$ cat src/rtl/t00_gpio_sequencer.sv
// Walking one-hot GPIO sequencer: each channel is driven high for BASE_DIV*prescaler cycles.
// Optional pass counter on loop_cnt is built only when T00_SEQ_LOOP_CNT_EN is defined.
module t00_gpio_sequencer #(
    parameter int NUM_CH   = 34,
    parameter int PRESC_W  = 14,
    parameter int BASE_DIV = 3000
) (
    input  logic                                       clk,
    input  logic                                       nrst,
    input  logic                                       en,
    input  logic                                       start,
    input  logic                                       stop,
    input  logic [1:0]                                 mode,
    input  logic [PRESC_W-1:0]                         prescaler,
    output logic [NUM_CH-1:0]                          gpio_out,
    output logic [NUM_CH-1:0]                          gpio_oeb,
    output logic                                       busy,
    output logic                                       done,
    output logic [((NUM_CH > 1) ? $clog2(NUM_CH) : 1)-1:0] step_idx,
    output logic [7:0]                                 loop_cnt
);

    localparam int IDX_W  = (NUM_CH > 1) ? $clog2(NUM_CH) : 1;
    localparam int BASE_W = (BASE_DIV > 1) ? $clog2(BASE_DIV) : 1;
    localparam logic [IDX_W-1:0]  LAST     = IDX_W'(NUM_CH - 1);
    localparam logic [BASE_W-1:0] BASE_TOP = BASE_W'(BASE_DIV - 1);
    localparam logic [NUM_CH-1:0] ONE_HOT0 = NUM_CH'(1);

    typedef enum logic {IDLE = 1'b0, RUN = 1'b1} state_t;

    state_t              state, state_nxt;
    logic [1:0]          mode_q;
    logic [PRESC_W-1:0]  presc_q;
    logic [BASE_W-1:0]   base_cnt;
    logic [PRESC_W-1:0]  dwell_cnt;
    logic [IDX_W-1:0]    idx, idx_adv;
    logic                dir, dir_nxt;
    logic                accept, abort, dwell_end, finish;

    assign gpio_oeb = '0;
    assign step_idx = idx;

    assign accept    = en && (state == IDLE) && start && !stop;
    assign abort     = en && (state == RUN) && stop;
    assign dwell_end = en && (state == RUN) && !stop && (base_cnt == BASE_TOP)
                       && (dwell_cnt == presc_q - PRESC_W'(1));
    assign finish    = ((mode_q == 2'b00) && (idx == LAST)) || ((mode_q == 2'b01) && (idx == '0));

    always_ff @(posedge clk or negedge nrst) begin
        if (!nrst) state <= IDLE;
        else       state <= state_nxt;
    end

    always_comb begin
        state_nxt = state;
        if (accept)                          state_nxt = RUN;
        else if (abort || (dwell_end && finish)) state_nxt = IDLE;
    end

    always_comb begin
        busy = (state == RUN);
    end

    // Next channel at the dwell terminal; dir=1 means ping-pong is walking down.
    always_comb begin
        idx_adv = idx;
        dir_nxt = dir;
        case (mode_q)
            2'b00: idx_adv = idx + IDX_W'(1);
            2'b01: idx_adv = idx - IDX_W'(1);
            2'b10: idx_adv = (idx == LAST) ? '0 : idx + IDX_W'(1);
            default: begin
                if (NUM_CH > 1) begin
                    if (!dir) begin
                        idx_adv = idx + IDX_W'(1);
                        if (idx_adv == LAST) dir_nxt = 1'b1;
                    end else begin
                        idx_adv = idx - IDX_W'(1);
                        if (idx_adv == '0) dir_nxt = 1'b0;
                    end
                end
            end
        endcase
    end

    always_ff @(posedge clk or negedge nrst) begin
        if (!nrst) begin
            mode_q    <= 2'b00;
            presc_q   <= '0;
            base_cnt  <= '0;
            dwell_cnt <= '0;
            idx       <= '0;
            dir       <= 1'b0;
            gpio_out  <= '0;
            done      <= 1'b0;
        end else if (accept) begin
            mode_q    <= mode;
            presc_q   <= (prescaler == '0) ? PRESC_W'(1) : prescaler;
            base_cnt  <= '0;
            dwell_cnt <= '0;
            dir       <= 1'b0;
            done      <= 1'b0;
            idx       <= (mode == 2'b01) ? LAST : '0;
            gpio_out  <= (mode == 2'b01) ? (ONE_HOT0 << LAST) : ONE_HOT0;
        end else if (abort) begin
            idx      <= '0;
            gpio_out <= '0;
        end else if (en && (state == RUN)) begin
            if (base_cnt == BASE_TOP) begin
                base_cnt <= '0;
                if (dwell_end) begin
                    dwell_cnt <= '0;
                    if (finish) begin
                        idx      <= '0;
                        gpio_out <= '0;
                        done     <= 1'b1;
                    end else begin
                        idx      <= idx_adv;
                        dir      <= dir_nxt;
                        gpio_out <= ONE_HOT0 << idx_adv;
                    end
                end else begin
                    dwell_cnt <= dwell_cnt + PRESC_W'(1);
                end
            end else begin
                base_cnt <= base_cnt + BASE_W'(1);
            end
        end
    end

`ifdef T00_SEQ_LOOP_CNT_EN
    logic       wrap_evt;
    logic [7:0] loop_q;

    // A pass completes when the walk lands back on ch0 in a continuous mode.
    assign wrap_evt = ((mode_q == 2'b10) && (idx == LAST))
                   || ((mode_q == 2'b11) && dir && (idx == IDX_W'(1)));

    always_ff @(posedge clk or negedge nrst) begin
        if (!nrst)                                            loop_q <= 8'd0;
        else if (accept)                                      loop_q <= 8'd0;
        else if (dwell_end && wrap_evt && (loop_q != 8'hFF)) loop_q <= loop_q + 8'd1;
    end

    assign loop_cnt = loop_q;
`else
    assign loop_cnt = 8'd0;
`endif

endmodule

$ cat config.mk
export PLATFORM = sky130hd
export DESIGN_NAME = t00_gpio_sequencer
export DESIGN_NICKNAME = d
export VERILOG_FILES = /design/src/rtl/t00_gpio_sequencer.sv
export SDC_FILE = /design/constraint.sdc
export NUM_CORES = 1
export LEC_CHECK = 0
export CORE_ASPECT_RATIO = 1.4
export CORE_MARGIN = 2
export CORE_UTILIZATION = 54
export CTS_BUF_LIST = sky130_fd_sc_hd__clkbuf_8
export CTS_CLUSTER_DIAMETER = 30
export DETAILED_ROUTE_END_ITERATION = 7
export GPL_TIMING_DRIVEN = 0
export PLACE_DENSITY = 0.88
export REMOVE_ABC_BUFFERS = 1
export SYNTH_ARGS = -nofsm -noshare
export SYNTH_HDL_FRONTEND = slang
export SYNTH_SLANG_ARGS = --single-unit
$ cat constraint.sdc
create_clock -name clk -period 3.4 [get_ports clk]
set_input_delay 0.34 -clock clk [delete_from_list [all_inputs] [get_ports clk]]
set_output_delay 0.34 -clock clk [all_outputs]
set_load 0.05 [all_outputs]
==> flow_metrics.tcl <==
set metrics [dict create \
    clk_pin_slew_ps 90 \
    wl_um 13270 \
    end_kind "flop" \
    die_h_um 122.4 \
    finalSetupViolCount 0 \
    numCtsBuffers 9 \
    synth_compound_area_frac 0.09866 \
    fin_crit_sh 0.9505 \
    syn_avg_cell_area_um2 9.299 \
    slew_violations 0 \
    dp_hpwl_um 9225 \
    hp-class "input port to asynchronous set/reset pin" \
    yosysWarnings 0 \
    worstPathCellList "or4_1, o311ai_1, a21oi_1, or3_1, a31oi_4, buf_12, mux2_2" \
    max_slew.worst_pin.slew_ps 1167 \
    synth-edff-count 0 \
    synth_simple_gate_area_share 0.2515 \
    relSlewSlack 0.2218 \
    wl_per_cell_um 17.28 \
    ant_nets 0 \
    pwr-share-clk 0.156 \
    htreeDepth 3 \
    whs_ps 498.2 \
    via_count 4662 \
    maxCapViolations 0 \
    grt_pass1_wl_um 21200 \
    core-area_um2 9846 \
    io_buffers 62 \
    ys_seq_area_frac 0.3937 \
    nets 656 \
    clkSinkCount 85 \
    gp_congestion 0.9125 \
    p_seq_frac 0.351 \
    p_int_w 0.002064 \
    synth_fa_ha_area_frac 0.01621 \
    period_needed_ps 3232 \
    fp.dieW_um 88.54 \
    antenna_found_initial 0 \
    syn_to_final_growth_pct 14.61 \
    status "finished clean" \
    hold_violations 0 \
    viasPerCell 6.070 \
    crit_type "flop to flop" \
    dieArea_um2 10830 \
    fmax_mhz 309.4 \
    fin_skew_ps 9.834 \
    clock_latency_ps 370 \
    p_leak_nw 2.656 \
    rows 43 \
    drive_above_1_share 0.1169 \
    rsz0062_at_grt "no" \
    worst_ep_arrival_time_ps 3490 \
    synth_xor_area_frac 0.05512 \
    synth_seq_cells 85 \
    fin_util 0.6289 \
    start_kind "flop" \
    synthFlopType "dfrtp_1" \
    cp_max_fo 17 \
    dr.pass1.iters 6 \
    clockBufferDepth 2 \
    synthDistinctLibCells 66 \
    first_iter_violations 332 \
    grt_overflow 0 \
    finalPower_w 0.004050 \
    initial_core_util 0.5487 \
    synth_cells 581 \
    finalNonFillerCells 768 \
    muxShareOfSynthArea 0.08546 \
    critPathRequiredTime_ps 3660 \
    root_buffer "clkbuf_8" \
    place_inst 743 \
    cts_tree "yes" \
    grt_pass1_vias 4470 \
    route.detailed.drc 0 \
    slowest_delay_ps 690 \
    synth_async_sr_flop_share 1.000 \
    grt.total_usage 0.2474 \
    p_per_area_nw_per_um2 654.0 \
    p_comb_frac 0.493 \
    synth_area_um2 5403 \
    grt_max_degree 45 \
    synth_top_family_by_area "simple AND/OR/NAND/NOR gates" \
    peakVddDrop_uv 266.7 \
    num_antenna_cells 0 \
    ios 105 \
    setup_tns_ps 0 \
    crit_slowest_cell "or4_1" \
    power_switching_w 0.001985 \
    p_sw_frac 0.4903 \
]
cells in the mapped netlist, drive strengths merged (3+ instances only):
master   n  share of area
o311ai   3         0.0049
nor4b    3         0.0088
o21ai   21          0.020
mux2i    3         0.0056
inv     13         0.0090
clkbuf  26          0.018
mux2    36          0.080
a31oi    5         0.0086
a21oi   12          0.011
or2      4         0.0046
and2     3         0.0035
nand4   14          0.016
nand3   19          0.018
o41ai    4         0.0065
xnor2   21          0.034
ha       7          0.016
nor4    40          0.046
and4     3         0.0049
o21a     3         0.0042
xor2    13          0.021
and3     4         0.0046
nand4b   3         0.0049
nor3    31          0.029
buf     51          0.072
or4      3         0.0049
and3b    3         0.0049
nand2b   5         0.0058
or3      8         0.0093
nor2b    5         0.0058
o31ai    5         0.0069
nor2    27          0.019
nand3b   6         0.0083
dfrtp   85           0.39
a211oi   5         0.0069
nand2   64          0.044
kinds of logic after synthesis:
group,Yosys count
AOI/OAI and AO/OA,75
DFF,85
muxes,39
buffers and inverters,90
and+or+nand+nor,250
xor gates and xnor gates,34
other,1
adders and majority gates,7
critical path: cells and delay by family, from the launching register on:
family,cells,cell delay [ps]
buffers and inverters,1,200
muxes,1,340
and+or+nand+nor,2,1280
AOI/OAI and AO/OA,3,770
DFF,1,520
layer usage:
metal / GRT usage / vias up / wire, µm
met4: 0.1165 / 0 / 439
met3: 0.04304 / 49 / 830
li1: - / 2122 / -
met5: 0 / - / 0
met1: 0.2770 / 2263 / 4842
met2: 0.4460 / 228 / 7160
cells in the final DEF (no fill, tap or decap), types with 3 or more instances in the layout:
master / n
dfrtp_1: 85
clkbuf_8: 9
and3b_1: 3
nor3_1: 31
ha_1: 7
buf_12: 5
nand2b_1: 5
or2_2: 3
nand3_1: 19
a31oi_4: 3
nand3b_1: 6
nor2_1: 27
o21ai_0: 20
or3_1: 8
o41ai_1: 4
a31oi_1: 4
a21oi_1: 12
clkdlybuf4s50_1: 61
buf_4: 3
nand4b_1: 3
conb_1: 42
xor2_1: 13
mux2i_1: 3
nor2b_1: 5
clkinv_2: 4
inv_1: 15
xnor2_1: 21
and3_1: 4
nand2_1: 64
mux2_2: 29
nand4_1: 14
a211oi_1: 5
o31ai_1: 5
mux2_4: 7
and4_1: 3
and2_1: 3
nor4_1: 39
o21a_1: 3
worst paths after layout:
check / startpoint / endpoint / slack [ps] / cells past startpoint
max: presc_q[5] / gpio_out[16] / 170 / 7
max reg2reg: presc_q[5] / gpio_out[16] / 170 / 7
max in group asynchronous: nrst / dwell_cnt[10] / 2270 / 3
min in group clk: base_cnt[11] / base_cnt[11] / 500 / 1
min reg2reg: base_cnt[11] / base_cnt[11] / 500 / 1
min: nrst / step_idx[0] / 500 / 2
metrics by stage:
step                area (µm²)  setup WS (ps)
floorplan                 5072          119.7
detailed placement        5879         -411.8
finish                    6192          168.2
CTS                       6105          24.37
global placement          5862         -899.9
global route              6192          63.23
power groups by stage:
stage / combinational [W] / sequential (W) / clock (W)
6_report: 0.00200 / 0.00142 / 0.000630
3_5_place_dp: 0.00191 / 0.00143 / 0
2_1_floorplan: 0.00105 / 0.00170 / 0
3_3_place_gp: 0.00185 / 0.00142 / 0
5_1_grt: 0.00212 / 0.00145 / 0.000675
4_1_cts: 0.00193 / 0.00141 / 0.000629
area by class of cell:
| type | instances | area (µm²) |
|---|---|---|
| flip-flops and latches | 85 | 2127 |
| inverters | 13 | 48.80 |
| fillers | 822 | 3654 |
| well taps | 135 | 168.9 |
| repair buffers | 70 | 743.2 |
| multi-input cells | 449 | 2945 |
| clock buffers | 9 | 123.9 |
| clock inverters | 7 | 35.03 |
state kept, by name (all words and copies together) (netlist names):
name	flops
mode_q	2
step_idx	6
busy	1
dwell_cnt	14
base_cnt	12
gpio_out	34
done	1
presc_q	14
dir	1
timing repair:
action,CTS,global route
gates resized for setup,1,2
hold endpoints to repair,43,0
setup buffers,3,3
hold buffers,1,0
endpoints found under the setup margin,39,34
pin swaps,1,2
cloned,1,1
No activity file was read; power rests on OpenSTA's default activity.
